==> src/rtl/key_debounce_array.sv <==
// key_debounce_array: N_KEYS independent active-low key debouncers with press, release and
// long-press pulses. Optional auto-repeat pulses are built when KEY_REPEAT_EN is defined.
module key_debounce_array #(
    parameter int N_KEYS       = 4,
    parameter int FILTER_TICKS = 4096,
    parameter int LONG_TICKS   = 2048,
    parameter int REPEAT_TICKS = 256
) (
    input  logic              CLK,
    input  logic              RST,
    input  logic              TICK_EN,
    input  logic [N_KEYS-1:0] KEY_IN,
    output logic [N_KEYS-1:0] KEY_STATE,
    output logic [N_KEYS-1:0] KEY_PRESS,
    output logic [N_KEYS-1:0] KEY_RELEASE,
    output logic [N_KEYS-1:0] KEY_LONG,
    output logic [N_KEYS-1:0] KEY_REPEAT
);
    localparam int FW = $clog2((FILTER_TICKS > 2) ? FILTER_TICKS : 2);
    localparam int HW = $clog2((LONG_TICKS > 2) ? LONG_TICKS : 2);
    localparam logic [FW-1:0] F_LAST = FW'(FILTER_TICKS - 1);
    localparam logic [HW-1:0] H_LAST = HW'(LONG_TICKS - 1);

    typedef enum logic [1:0] {UP, FILT_DN, DOWN, FILT_UP} state_t;

    logic [N_KEYS-1:0] sync1_q, sync2_q;
    state_t            state_q [N_KEYS];
    state_t            state_d [N_KEYS];
    logic [FW-1:0]     fcnt_q [N_KEYS];
    logic [FW-1:0]     fcnt_d [N_KEYS];
    // The hold counter stops at LONG_TICKS-1; long_done marks that KEY_LONG already fired.
    logic [HW-1:0]     hcnt_q [N_KEYS];
    logic [HW-1:0]     hcnt_d [N_KEYS];
    logic [N_KEYS-1:0] long_done_q, long_done_d;
    logic [N_KEYS-1:0] level_q, level_d;
    logic [N_KEYS-1:0] press_q, press_d;
    logic [N_KEYS-1:0] release_q, release_d;
    logic [N_KEYS-1:0] long_q, long_d;

`ifdef KEY_REPEAT_EN
    localparam int RW = $clog2((REPEAT_TICKS > 2) ? REPEAT_TICKS : 2);
    localparam logic [RW-1:0] R_LAST = RW'(REPEAT_TICKS - 1);
    logic [RW-1:0]     rcnt_q [N_KEYS];
    logic [RW-1:0]     rcnt_d [N_KEYS];
    logic [N_KEYS-1:0] repeat_q, repeat_d;
`else
    localparam int unused_repeat_ticks = REPEAT_TICKS;
`endif

    always_ff @(posedge CLK) begin
        if (RST) begin
            sync1_q     <= '1;
            sync2_q     <= '1;
            level_q     <= '1;
            press_q     <= '0;
            release_q   <= '0;
            long_q      <= '0;
            long_done_q <= '0;
            for (int i = 0; i < N_KEYS; i++) begin
                state_q[i] <= UP;
                fcnt_q[i]  <= '0;
                hcnt_q[i]  <= '0;
            end
`ifdef KEY_REPEAT_EN
            repeat_q <= '0;
            for (int i = 0; i < N_KEYS; i++) rcnt_q[i] <= '0;
`endif
        end else begin
            sync1_q     <= KEY_IN;
            sync2_q     <= sync1_q;
            level_q     <= level_d;
            press_q     <= press_d;
            release_q   <= release_d;
            long_q      <= long_d;
            long_done_q <= long_done_d;
            state_q     <= state_d;
            fcnt_q      <= fcnt_d;
            hcnt_q      <= hcnt_d;
`ifdef KEY_REPEAT_EN
            repeat_q <= repeat_d;
            rcnt_q   <= rcnt_d;
`endif
        end
    end

    always_comb begin
        state_d     = state_q;
        fcnt_d      = fcnt_q;
        hcnt_d      = hcnt_q;
        long_done_d = long_done_q;
        level_d     = level_q;
        press_d     = '0;
        release_d   = '0;
        long_d      = '0;
`ifdef KEY_REPEAT_EN
        rcnt_d   = rcnt_q;
        repeat_d = '0;
`endif
        for (int i = 0; i < N_KEYS; i++) begin
            case (state_q[i])
                UP: begin
                    if (!sync2_q[i]) begin
                        state_d[i] = FILT_DN;
                        fcnt_d[i]  = '0;
                    end
                end
                FILT_DN: begin
                    if (sync2_q[i]) begin
                        state_d[i] = UP;
                        fcnt_d[i]  = '0;
                    end else if (TICK_EN) begin
                        if (fcnt_q[i] == F_LAST) begin
                            state_d[i]     = DOWN;
                            fcnt_d[i]      = '0;
                            hcnt_d[i]      = '0;
                            long_done_d[i] = 1'b0;
                            level_d[i]     = 1'b0;
                            press_d[i]     = 1'b1;
`ifdef KEY_REPEAT_EN
                            rcnt_d[i] = '0;
`endif
                        end else begin
                            fcnt_d[i] = fcnt_q[i] + 1'b1;
                        end
                    end
                end
                DOWN: begin
                    if (sync2_q[i]) begin
                        state_d[i] = FILT_UP;
                        fcnt_d[i]  = '0;
                    end else if (TICK_EN) begin
                        if (!long_done_q[i]) begin
                            if (hcnt_q[i] == H_LAST) begin
                                long_d[i]      = 1'b1;
                                long_done_d[i] = 1'b1;
                            end else begin
                                hcnt_d[i] = hcnt_q[i] + 1'b1;
                            end
                        end
`ifdef KEY_REPEAT_EN
                        else if (rcnt_q[i] == R_LAST) begin
                            repeat_d[i] = 1'b1;
                            rcnt_d[i]   = '0;
                        end else begin
                            rcnt_d[i] = rcnt_q[i] + 1'b1;
                        end
`endif
                    end
                end
                FILT_UP: begin
                    // Abort keeps hold/long/repeat progress so a release bounce is invisible.
                    if (!sync2_q[i]) begin
                        state_d[i] = DOWN;
                        fcnt_d[i]  = '0;
                    end else if (TICK_EN) begin
                        if (fcnt_q[i] == F_LAST) begin
                            state_d[i]     = UP;
                            fcnt_d[i]      = '0;
                            hcnt_d[i]      = '0;
                            long_done_d[i] = 1'b0;
                            level_d[i]     = 1'b1;
                            release_d[i]   = 1'b1;
`ifdef KEY_REPEAT_EN
                            rcnt_d[i] = '0;
`endif
                        end else begin
                            fcnt_d[i] = fcnt_q[i] + 1'b1;
                        end
                    end
                end
                default: state_d[i] = UP;
            endcase
        end
    end

    assign KEY_STATE   = level_q;
    assign KEY_PRESS   = press_q;
    assign KEY_RELEASE = release_q;
    assign KEY_LONG    = long_q;
`ifdef KEY_REPEAT_EN
    assign KEY_REPEAT  = repeat_q;
`else
    assign KEY_REPEAT  = '0;
`endif

endmodule
==> config.mk <==
export PLATFORM = sky130hd
export DESIGN_NAME = key_debounce_array
export DESIGN_NICKNAME = d
export VERILOG_FILES = /design/src/rtl/key_debounce_array.sv
export SDC_FILE = /design/constraint.sdc
export NUM_CORES = 1
export LEC_CHECK = 0
export CAP_MARGIN = 0
export CORE_ASPECT_RATIO = 2
export CORE_MARGIN = 2
export CORE_UTILIZATION = 60
export CTS_CLUSTER_SIZE = 40
export DETAILED_ROUTE_END_ITERATION = 7
export GPL_TIMING_DRIVEN = 1
export PLACE_DENSITY = 0.79
export SYNTH_ARGS = -nofsm -noshare
export SYNTH_HDL_FRONTEND = slang
export SYNTH_SLANG_ARGS = --single-unit
==> constraint.sdc <==
create_clock -name CLK -period 4.45 [get_ports CLK]
set_clock_uncertainty 0.1 [all_clocks]
set_input_delay 0.89 -clock CLK [delete_from_list [all_inputs] [get_ports CLK]]
set_output_delay 0.89 -clock CLK [all_outputs]
set_load 0.01 [all_outputs]
==> flow_metrics.env, run 1 <==
export IMPL_grt_antenna_before_repair=0
export IMPL_synth_cell_types=66
export IMPL_firstDrtPassIters=7
export IMPL_netlist_area_sq_um=6480
export IMPL_finalSetupViolations=0
export IMPL_clock_path_buffers=2
export IMPL_grt_first_pass_wirelength_um=25100
export IMPL_dp_hpwl_um=10300
export IMPL_drv_cap=0
export IMPL_clockRootBuffer="clkbuf_16"
export IMPL_cpPeakStageDelay_ns=0.74
export IMPL_post_cts_buffers=0
export IMPL_wl_per_cell_um=15.9
export IMPL_path_clk_slew_ns=0.05
export IMPL_regToRegStartpoint="fcnt_q[12]"
export IMPL_synth_main_ff_cell="dfxtp_1"
export IMPL_io_pins=27
export IMPL_p_int_mw=2.15
export IMPL_clock_sinks=128
export IMPL_maxSlewViolCount=0
export IMPL_start_util_pct=61.5
export IMPL_portBuffers=22
export IMPL_tightest_slew_ns=0.914
export IMPL_die_x_um=77.5
export IMPL_postRouteAntennaNets=0
export IMPL_synth_top_family_by_area="simple AND/OR/NAND/NOR gates"
export IMPL_crit_fanout=17
export IMPL_vias=6049
export IMPL_synthXorXnorAreaFrac_pct=0.541
export IMPL_wl_um=15000
export IMPL_core_sq_um=10500
export IMPL_hp_start="sync1_q[2]"
export IMPL_clock_latency_ns=0.42
export IMPL_synth_fa_ha_area_share_pct=1.54
export IMPL_grt_pass1_vias=5670
export IMPL_slowest_stage="clkdlybuf4s50_1"
export IMPL_power_density_nw_per_um2=367
export IMPL_syn_inst=791
export IMPL_synth_mux_area_share_pct=1.08
export IMPL_peakVddDrop_uv=319
export IMPL_startpoint="TICK_EN"
export IMPL_p_leak_nw=2.37
export IMPL_antenna_cells=0
export IMPL_grt_ovfl_total=0
export IMPL_synthArstFlopShare_pct=0
export IMPL_htreeDepth=4
export IMPL_drtIter0Drc=532
export IMPL_fin_nets=811
export IMPL_ys_warn_count=0
export IMPL_gr_usage_all_layers_pct=26.2
export IMPL_final_util_pct=69.9
export IMPL_yosys_area_share_simple_pct=30.9
export IMPL_hp_class="flop to flop"
export IMPL_crit_type="input port to flop"
export IMPL_final_hold_viol_count=0
export IMPL_fill_cells=830
export IMPL_syn_avg_cell_area_sq_um=8.19
export IMPL_syn_to_final_growth_pct=13.7
export IMPL_arrival_ns=3.50
export IMPL_finalCriticalPeriod_ns=3.25
export IMPL_swShare_pct=20.6
export IMPL_fin_setup_tns_ns=0
export IMPL_route_detailed_drc=0
export IMPL_vias_per_cell=6.39
export IMPL_cp_cell_sequence="clkdlybuf4s50_1, buf_4, nand4_1, nor4_1, nor2_1, nor4b_1, mux2i_1"
export IMPL_yosys_top_cells_area="dfxtp_1, a21oi_1, nor2_1, o21ai_0, nand2_1"
export IMPL_grt_max_degree=41
export IMPL_timing_fmax_ghz=0.307
export IMPL_die_h_um=151
export IMPL_cp_start_kind="input port"
export IMPL_cts_resized_gates=0
export IMPL_endpoint_kind="flop"
export IMPL_crit_required_ns=4.69
export IMPL_min_period_over_period_pct=73.1
export IMPL_ys_ff_latch=128
export IMPL_outcome="finished, final reports clean"
export IMPL_place_congestion=0.913
export IMPL_synth_compound_area_share_pct=21.5
export IMPL_cts_tree="done"
export IMPL_drive_above_1_share_pct=8.78
export IMPL_seq_area_frac_synth_pct=39.5
export IMPL_p_switching_uw=556
export IMPL_synth_enable_flop_cells=0
export IMPL_cts_buffers=17
export IMPL_row_count=53
export IMPL_rsz0062_at_grt="false"
export IMPL_relSlewSlack_pct=38.8
export IMPL_seqPwrFrac_pct=43.0
export IMPL_whs_ns=0.304
export IMPL_netlist_area_leader_share_pct=39.5
export IMPL_die_area_sq_um=11700
export IMPL_pwr_share_clk_pct=53.9
export IMPL_hold_buffers=0
export IMPL_combPwrFrac_pct=3.0
export IMPL_synth_largest_area_cell="dfxtp_1"
[kinds of logic (layout without fill, tap and decap cells)]
kind of cell / Yosys count / after routing
AOI/OAI and AO/OA: 218 / 218
and+or+nand+nor: 352 / 352
xor gates and xnor gates: 4 / 4
muxes: 6 / 6
other: 1 / 4
DFF: 128 / 128
adders and majority gates: 8 / 8
buffers and inverters: 74 / 89
[synthesized netlist by cell type, types with 8 or more instances]
master / instances
nand4_1: 20
nand2_1: 52
clkbuf_1: 38
o21ai_0: 41
o21bai_1: 8
nor4_1: 19
o31ai_1: 12
nand3b_1: 9
or2_2: 12
nand3_1: 38
a21o_1: 12
nand2b_1: 9
and2_1: 19
nor2_1: 68
and4_1: 13
a41oi_1: 8
a211oi_1: 8
a311oi_1: 14
nor3_1: 29
ha_1: 8
dfxtp_1: 128
or4_1: 14
inv_1: 24
a22oi_1: 11
a21oi_1: 77
[metrics by stage]
stage | cell area (sq um) | setup WS (ns) | total power [mW] | std cells
global route | 7370 | 0.950 | 2.78 | 946
global placement | 6740 | 0.880 | 1.27 | 914
detailed placement | 6740 | 0.703 | 1.27 | 914
CTS | 7360 | 1.12 | 2.72 | 946
finish | 7370 | 1.20 | 2.71 | 946
floorplan | 6490 | 1.82 | 1.24 | 794
[critical path, delay by kind of cell]
family / cells / cell delay [ns]
and+or+nand+nor: 4 / 1.39
buffers and inverters: 2 / 0.97
muxes: 1 / 0.23
[layout by cell type, fill, tap and decap left out, types with 20 or more instances in the layout]
cell | synthesis | routed
nor3_1 | 29 | 29
clkdlybuf4s50_1 | 0 | 21
nand3_1 | 38 | 38
dfxtp_1 | 128 | 128
nor2_1 | 68 | 68
o21ai_0 | 41 | 41
nand4_1 | 20 | 20
nand2_1 | 52 | 52
inv_1 | 24 | 24
a21oi_1 | 77 | 76
[path summary, 6_finish.rpt]
kind,end,slack [ns],cells after the start
max reg2reg,hcnt_q[15],1.88,7
min,sync2_q[2],0.30,1
max,hcnt_q[9],1.20,7
min reg2reg,sync2_q[2],0.30,1
[area by class of cell]
| type | instances | area [sq um] | share of cell area, % |
|---|---|---|---|
| Clock buffer | 22 | 464 | 6.30 |
| Multi-Input combinational cell | 592 | 3620 | 49.2 |
| Sequential cell | 128 | 2560 | 34.8 |
| Tap cell | 137 | 171 | 2.33 |
| Clock inverter | 10 | 159 | 2.16 |
| Timing Repair Buffer | 33 | 298 | 4.04 |
| Inverter | 24 | 90.1 | 1.22 |
[state kept, by name (all words and copies together) (netlist names), named ones only]
register and cells:
hcnt_q 44, fcnt_q 48, KEY_STATE 4, sync1_q 4
KEY_PRESS 4, KEY_LONG 4, KEY_RELEASE 4, sync2_q 4
long_done_q 4, state_q 4
[power by group through the flow]
stage	clock network (mW)	logic, mW	registers, mW
2_1_floorplan	0	0.0593	1.18
3_3_place_gp	0	0.0787	1.19
3_5_place_dp	0	0.0804	1.19
4_1_cts	1.47	0.0810	1.16
5_1_grt	1.53	0.0894	1.16
6_report	1.46	0.0818	1.16
[layer usage]
| layer | global-route usage [%] | routed length [um] |
|---|---|---|
| met1 | 27.0 | 6010 |
| met4 | 14.0 | 373 |
| met5 | 0 | 0 |
| met3 | 5.01 | 511 |
| met2 | 49.3 | 8140 |
Power figures use the tool's default switching activity.
==> inputs of run 2 (changes only) <==
- CORE_UTILIZATION: 60 -> 55
- PLACE_DENSITY: 0.79 -> 0.76
- clock period: 4.45 -> 2.75 ns (I/O delays scaled with it)
==> flow_metrics.env, run 2 (same netlist as run 1, synthesis figures left out) <==
export IMPL_outcome="finished, final reports clean"
export IMPL_antenna_cells=0
export IMPL_place_ws_ns=-0.291
export IMPL_fin_ws_ns=0.134
export IMPL_grt_first_pass_wirelength_um=26800
export IMPL_final_cells=991
export IMPL_vias=6190
export IMPL_power_density_nw_per_um2=559
export IMPL_finalSetupViolations=0
export IMPL_arrival_ns=2.81
export IMPL_wl_um=16000
export IMPL_crit_type="input port to flop"
export IMPL_finalCriticalPeriod_ns=2.62
export IMPL_hp_class="flop to flop"
export IMPL_path_clk_slew_ns=0.05
export IMPL_drv_cap=0
export IMPL_htreeDepth=4
export IMPL_drtIter0Drc=330
export IMPL_start_util_pct=55.7
export IMPL_final_hold_viol_count=0
export IMPL_cts_resized_gates=0
export IMPL_crit_fanout=19
export IMPL_largest_reg_flops=48
export IMPL_clock_sinks=128
export IMPL_clock_path_buffers=2
export IMPL_tightest_slew_ns=0.676
export IMPL_reg_top3="fcnt_q x48, hcnt_q x44"
export IMPL_timing_fmax_ghz=0.382
export IMPL_grt_pass1_vias=6122
export IMPL_maxSlewViolCount=0
export IMPL_final_cell_mix="dfxtp_1, a21oi_1, nor2_1"
export IMPL_rsz0062_at_grt="false"
export IMPL_die_area_sq_um=12700
export IMPL_postPlaceCellArea_sq_um=7050
export IMPL_whs_ns=0.323
export IMPL_hp_start="sync1_q[3]"
export IMPL_cts_tree="done"
export IMPL_die_h_um=158
export IMPL_post_cts_buffers=0
export IMPL_crit_required_ns=2.95
export IMPL_ff2ff_setup_slack_ns=0.34
export IMPL_p_total_mw=4.27
export IMPL_ff2ff_path_depth=7
export IMPL_dp_cells=960
export IMPL_min_period_over_period_pct=95.1
export IMPL_route_detailed_drc=0
export IMPL_row_count=56
export IMPL_top_register="fcnt_q"
export IMPL_clockRootBuffer="clkbuf_16"
export IMPL_regArea_sq_um=2560
export IMPL_wl_per_cell_um=16.1
export IMPL_clock_latency_ns=0.41
export IMPL_p_int_mw=3.40
export IMPL_pwr_share_clk_pct=52.5
export IMPL_gr_usage_all_layers_pct=26.4
export IMPL_design_area_sq_um=7650
export IMPL_vias_per_cell=6.25
export IMPL_portBuffers=22
export IMPL_cts_buffers=17
export IMPL_postRouteAntennaNets=0
export IMPL_io_pins=27
export IMPL_seqPwrFrac_pct=44.1
export IMPL_swShare_pct=20.5
export IMPL_p_switching_uw=876
export IMPL_worst_hold_path_num_cells=1
export IMPL_syn_to_final_growth_pct=18.1
export IMPL_fill_cells=975
export IMPL_min_to="sync2_q[3]"
export IMPL_core_sq_um=11600
export IMPL_regToRegStartpoint="fcnt_q[12]"
export IMPL_cp_start_kind="input port"
export IMPL_dp_hpwl_um=11200
export IMPL_drive_above_1_share_pct=12.9
export IMPL_hold_buffers=0
export IMPL_r2r_end="hcnt_q[15]"
export IMPL_peakVddDrop_uv=620
export IMPL_fin_nets=849
export IMPL_relSlewSlack_pct=54.8
export IMPL_grt_antenna_before_repair=0
export IMPL_place_congestion=0.934
export IMPL_grt_ovfl_total=0
export IMPL_endpoint_kind="flop"
export IMPL_combPwrFrac_pct=3.4
export IMPL_layout_commonest_cell="dfxtp_1"
export IMPL_p_leak_nw=2.56
export IMPL_die_x_um=80.8
export IMPL_grt_max_degree=48
export IMPL_firstDrtPassIters=5
export IMPL_multi_input_area_sq_um=3630
## run 2: stage by stage
step	utilization (%)	TNS (ns)
floorplan	-	0
global route	65.8	0
detailed placement	60.6	-9.21
finish	65.8	0
global placement	60.6	-5.89
CTS	65.7	0
## run 2: cell type report
type                       count  share of cell area, %
inverter                      24                   1.18
tap                          145                   2.37
timing repair buffer          71                   7.79
clock buffer                  26                   6.79
multi-input combinational    592                   47.4
sequential                   128                   33.5
clock inverter                 5                  0.981
## run 2: worst max-delay path by stage
| stage | from | slack (ns) | end |
|---|---|---|---|
| 3_3_place_gp | TICK_EN | -0.19 | hcnt_q[15] |
| 2_1_floorplan | fcnt_q[12] | 0.42 | hcnt_q[15] |
| 5_1_grt | TICK_EN | 0.02 | hcnt_q[5] |
| 4_1_cts | TICK_EN | 0.14 | hcnt_q[4] |
| 3_5_place_dp | TICK_EN | -0.29 | hcnt_q[4] |
| 6_report | TICK_EN | 0.13 | hcnt_q[30] |
## run 2: power by group through the flow
stage	clock network (mW)	registers, mW	logic [mW]
2_1_floorplan	0	1.92	0.0959
3_3_place_gp	0	1.92	0.139
3_5_place_dp	0	1.92	0.144
4_1_cts	2.27	1.88	0.144
5_1_grt	2.36	1.89	0.158
6_report	2.24	1.88	0.145
## run 2: critical path, cell delays in order
cell	delay (ns)
clkdlybuf4s50_1	0.60
buf_4	0.26
nor4b_1	0.30
o21ai_0	0.16
a222oi_1	0.42
buf_4	0.30
a31o_2	0.17
a21oi_1	0.05
## run 2: routing by layer
layer / wire length, um / track usage (%)
met5: 0 / 0
met2: 8990 / 50.6
met4: 435 / 12.3
met1: 6140 / 25.8
met3: 406 / 5.73
==> inputs of run 3 (changes only) <==
- SETUP_SLACK_MARGIN: default -> 0.3
==> flow_metrics.env, run 3 (same netlist as run 1, synthesis figures left out) <==
export IMPL_outcome="finished, final reports clean"
export IMPL_whs_ns=0.323
export IMPL_wl_um=16200
export IMPL_clock_latency_ns=0.41
export IMPL_p_total_mw=4.27
export IMPL_die_area_sq_um=12700
export IMPL_arrival_ns=2.64
export IMPL_ff2ff_path_depth=6
export IMPL_fin_ws_ns=0.353
export IMPL_postRouteAntennaNets=0
export IMPL_cpPeakStageDelay_ns=0.43
export IMPL_gr_usage_all_layers_pct=26.7
export IMPL_place_ws_ns=-0.291
export IMPL_relSlewSlack_pct=54.0
export IMPL_start_util_pct=55.7
export IMPL_grt_max_degree=48
export IMPL_clock_sinks=128
export IMPL_vias=6249
export IMPL_die_x_um=80.8
export IMPL_crit_fanout=17
export IMPL_grt_antenna_before_repair=0
export IMPL_cts_tree="done"
export IMPL_io_pins=27
export IMPL_fin_nets=854
export IMPL_r2r_end="hcnt_q[15]"
export IMPL_min_to="sync2_q[3]"
export IMPL_largest_reg_flops=48
export IMPL_final_util_pct=66.2
export IMPL_drtIter0Drc=408
export IMPL_syn_to_final_growth_pct=18.8
export IMPL_core_sq_um=11600
export IMPL_rsz0062_at_grt="false"
export IMPL_power_density_nw_per_um2=555
export IMPL_row_count=56
export IMPL_top_register="fcnt_q"
export IMPL_worst_hold_path_num_cells=1
export IMPL_grt_pass1_vias=6229
export IMPL_die_h_um=158
export IMPL_route_detailed_drc=0
export IMPL_path_clk_slew_ns=0.05
export IMPL_crit_type="input port to flop"
export IMPL_crit_family="buffers and inverters"
export IMPL_tightest_slew_ns=0.687
export IMPL_finalCriticalPeriod_ns=2.40
export IMPL_firstDrtPassIters=5
export IMPL_timing_critical_path_buf_inv=4
export IMPL_cp_cell_sequence="dlygate4sd2_1, buf_6, nor4b_1, o21ai_0, a222oi_1, buf_4, buf_2, nand3_1, a21oi_1"
export IMPL_final_hold_viol_count=0
export IMPL_regToRegStartpoint="fcnt_q[14]"
export IMPL_grt_first_pass_wirelength_um=27200
export IMPL_clock_path_buffers=2
export IMPL_vias_per_cell=6.27
export IMPL_p_leak_nw=2.59
export IMPL_reg_top3="fcnt_q x48, hcnt_q x44"
export IMPL_cp_start_kind="input port"
export IMPL_timing_fmax_ghz=0.417
export IMPL_fin_setup_tns_ns=0
export IMPL_antenna_cells=0
export IMPL_clockRootBuffer="clkbuf_16"
export IMPL_hp_class="flop to flop"
export IMPL_portBuffers=22
export IMPL_design_area_sq_um=7700
export IMPL_layout_commonest_cell="dfxtp_1"
export IMPL_htreeDepth=4
export IMPL_cts_buffers=17
export IMPL_endpoint_kind="flop"
export IMPL_dp_hpwl_um=11200
export IMPL_fill_cells=972
export IMPL_postPlaceCellArea_sq_um=7050
export IMPL_slowest_stage="a222oi_1"
export IMPL_drv_cap=0
export IMPL_hp_start="sync1_q[3]"
export IMPL_maxSlewViolCount=0
export IMPL_peakVddDrop_uv=621
export IMPL_ff2ff_setup_slack_ns=0.41
export IMPL_min_period_over_period_pct=87.1
export IMPL_crit_required_ns=2.99
export IMPL_final_cells=996
export IMPL_place_congestion=0.934
export IMPL_drive_above_1_share_pct=13.9
export IMPL_wl_per_cell_um=16.3
export IMPL_finalSetupViolations=0
export IMPL_grt_ovfl_total=0
export IMPL_final_cell_mix="dfxtp_1, a21oi_1, nor2_1"
export IMPL_dp_cells=960
run 3: cell type report:
class	count	area, sq um	share of cell area (%)
well taps	145	181	2.36
repair buffers	76	633	8.22
clock inverters	5	75.1	0.975
flip-flops and latches	128	2560	33.3
inverters	24	90.1	1.17
clock buffers	26	519	6.74
multi-input cells	592	3640	47.2
run 3: worst max path at each step:
stage / start / endpoint / cells after the start
final: TICK_EN / hcnt_q[27] / 9
after global routing: TICK_EN / hcnt_q[5] / 8
after CTS: fcnt_q[12] / hcnt_q[15] / 7
after detailed placement: TICK_EN / hcnt_q[4] / 7
after global placement: TICK_EN / hcnt_q[15] / 7
after floorplan: fcnt_q[12] / hcnt_q[15] / 7
run 3: what timing repair did:
action                                  4_1_cts  5_1_grt
hold buffers                                  0        0
buffers inserted                              3        1
cloned                                        1        0
gates resized for setup                       6        4
pin swaps                                     2        0
endpoints found under the setup margin       40        9
run 3: per-layer routing:
layer | vias to the layer above | track usage, % | routed length, um
met5 | - | 0 | 0
met4 | 0 | 13.2 | 431
met3 | 35 | 5.85 | 417
met2 | 125 | 51.1 | 9100
met1 | 3034 | 26.0 | 6250
li1 | 3055 | - | -
run 3: worst register-to-register path, cell delays in order, from the launching register on:
cell and delay (ns):
dfxtp_1 0.46, nand4_4 0.17, or4_4 0.55, a222oi_1 0.32, buf_4 0.22, nand4_4 0.11
mux2_4 0.30
run 3: where the power goes:
part | switching [mW] | leakage, nW | internal [mW] | total, mW
Combinational | 0.0874 | 1.25 | 0.0578 | 0.145
Sequential | 0.0159 | 1.03 | 1.87 | 1.88
Clock | 0.774 | 0.296 | 1.47 | 2.24
Total | 0.877 | 2.59 | 3.40 | 4.27
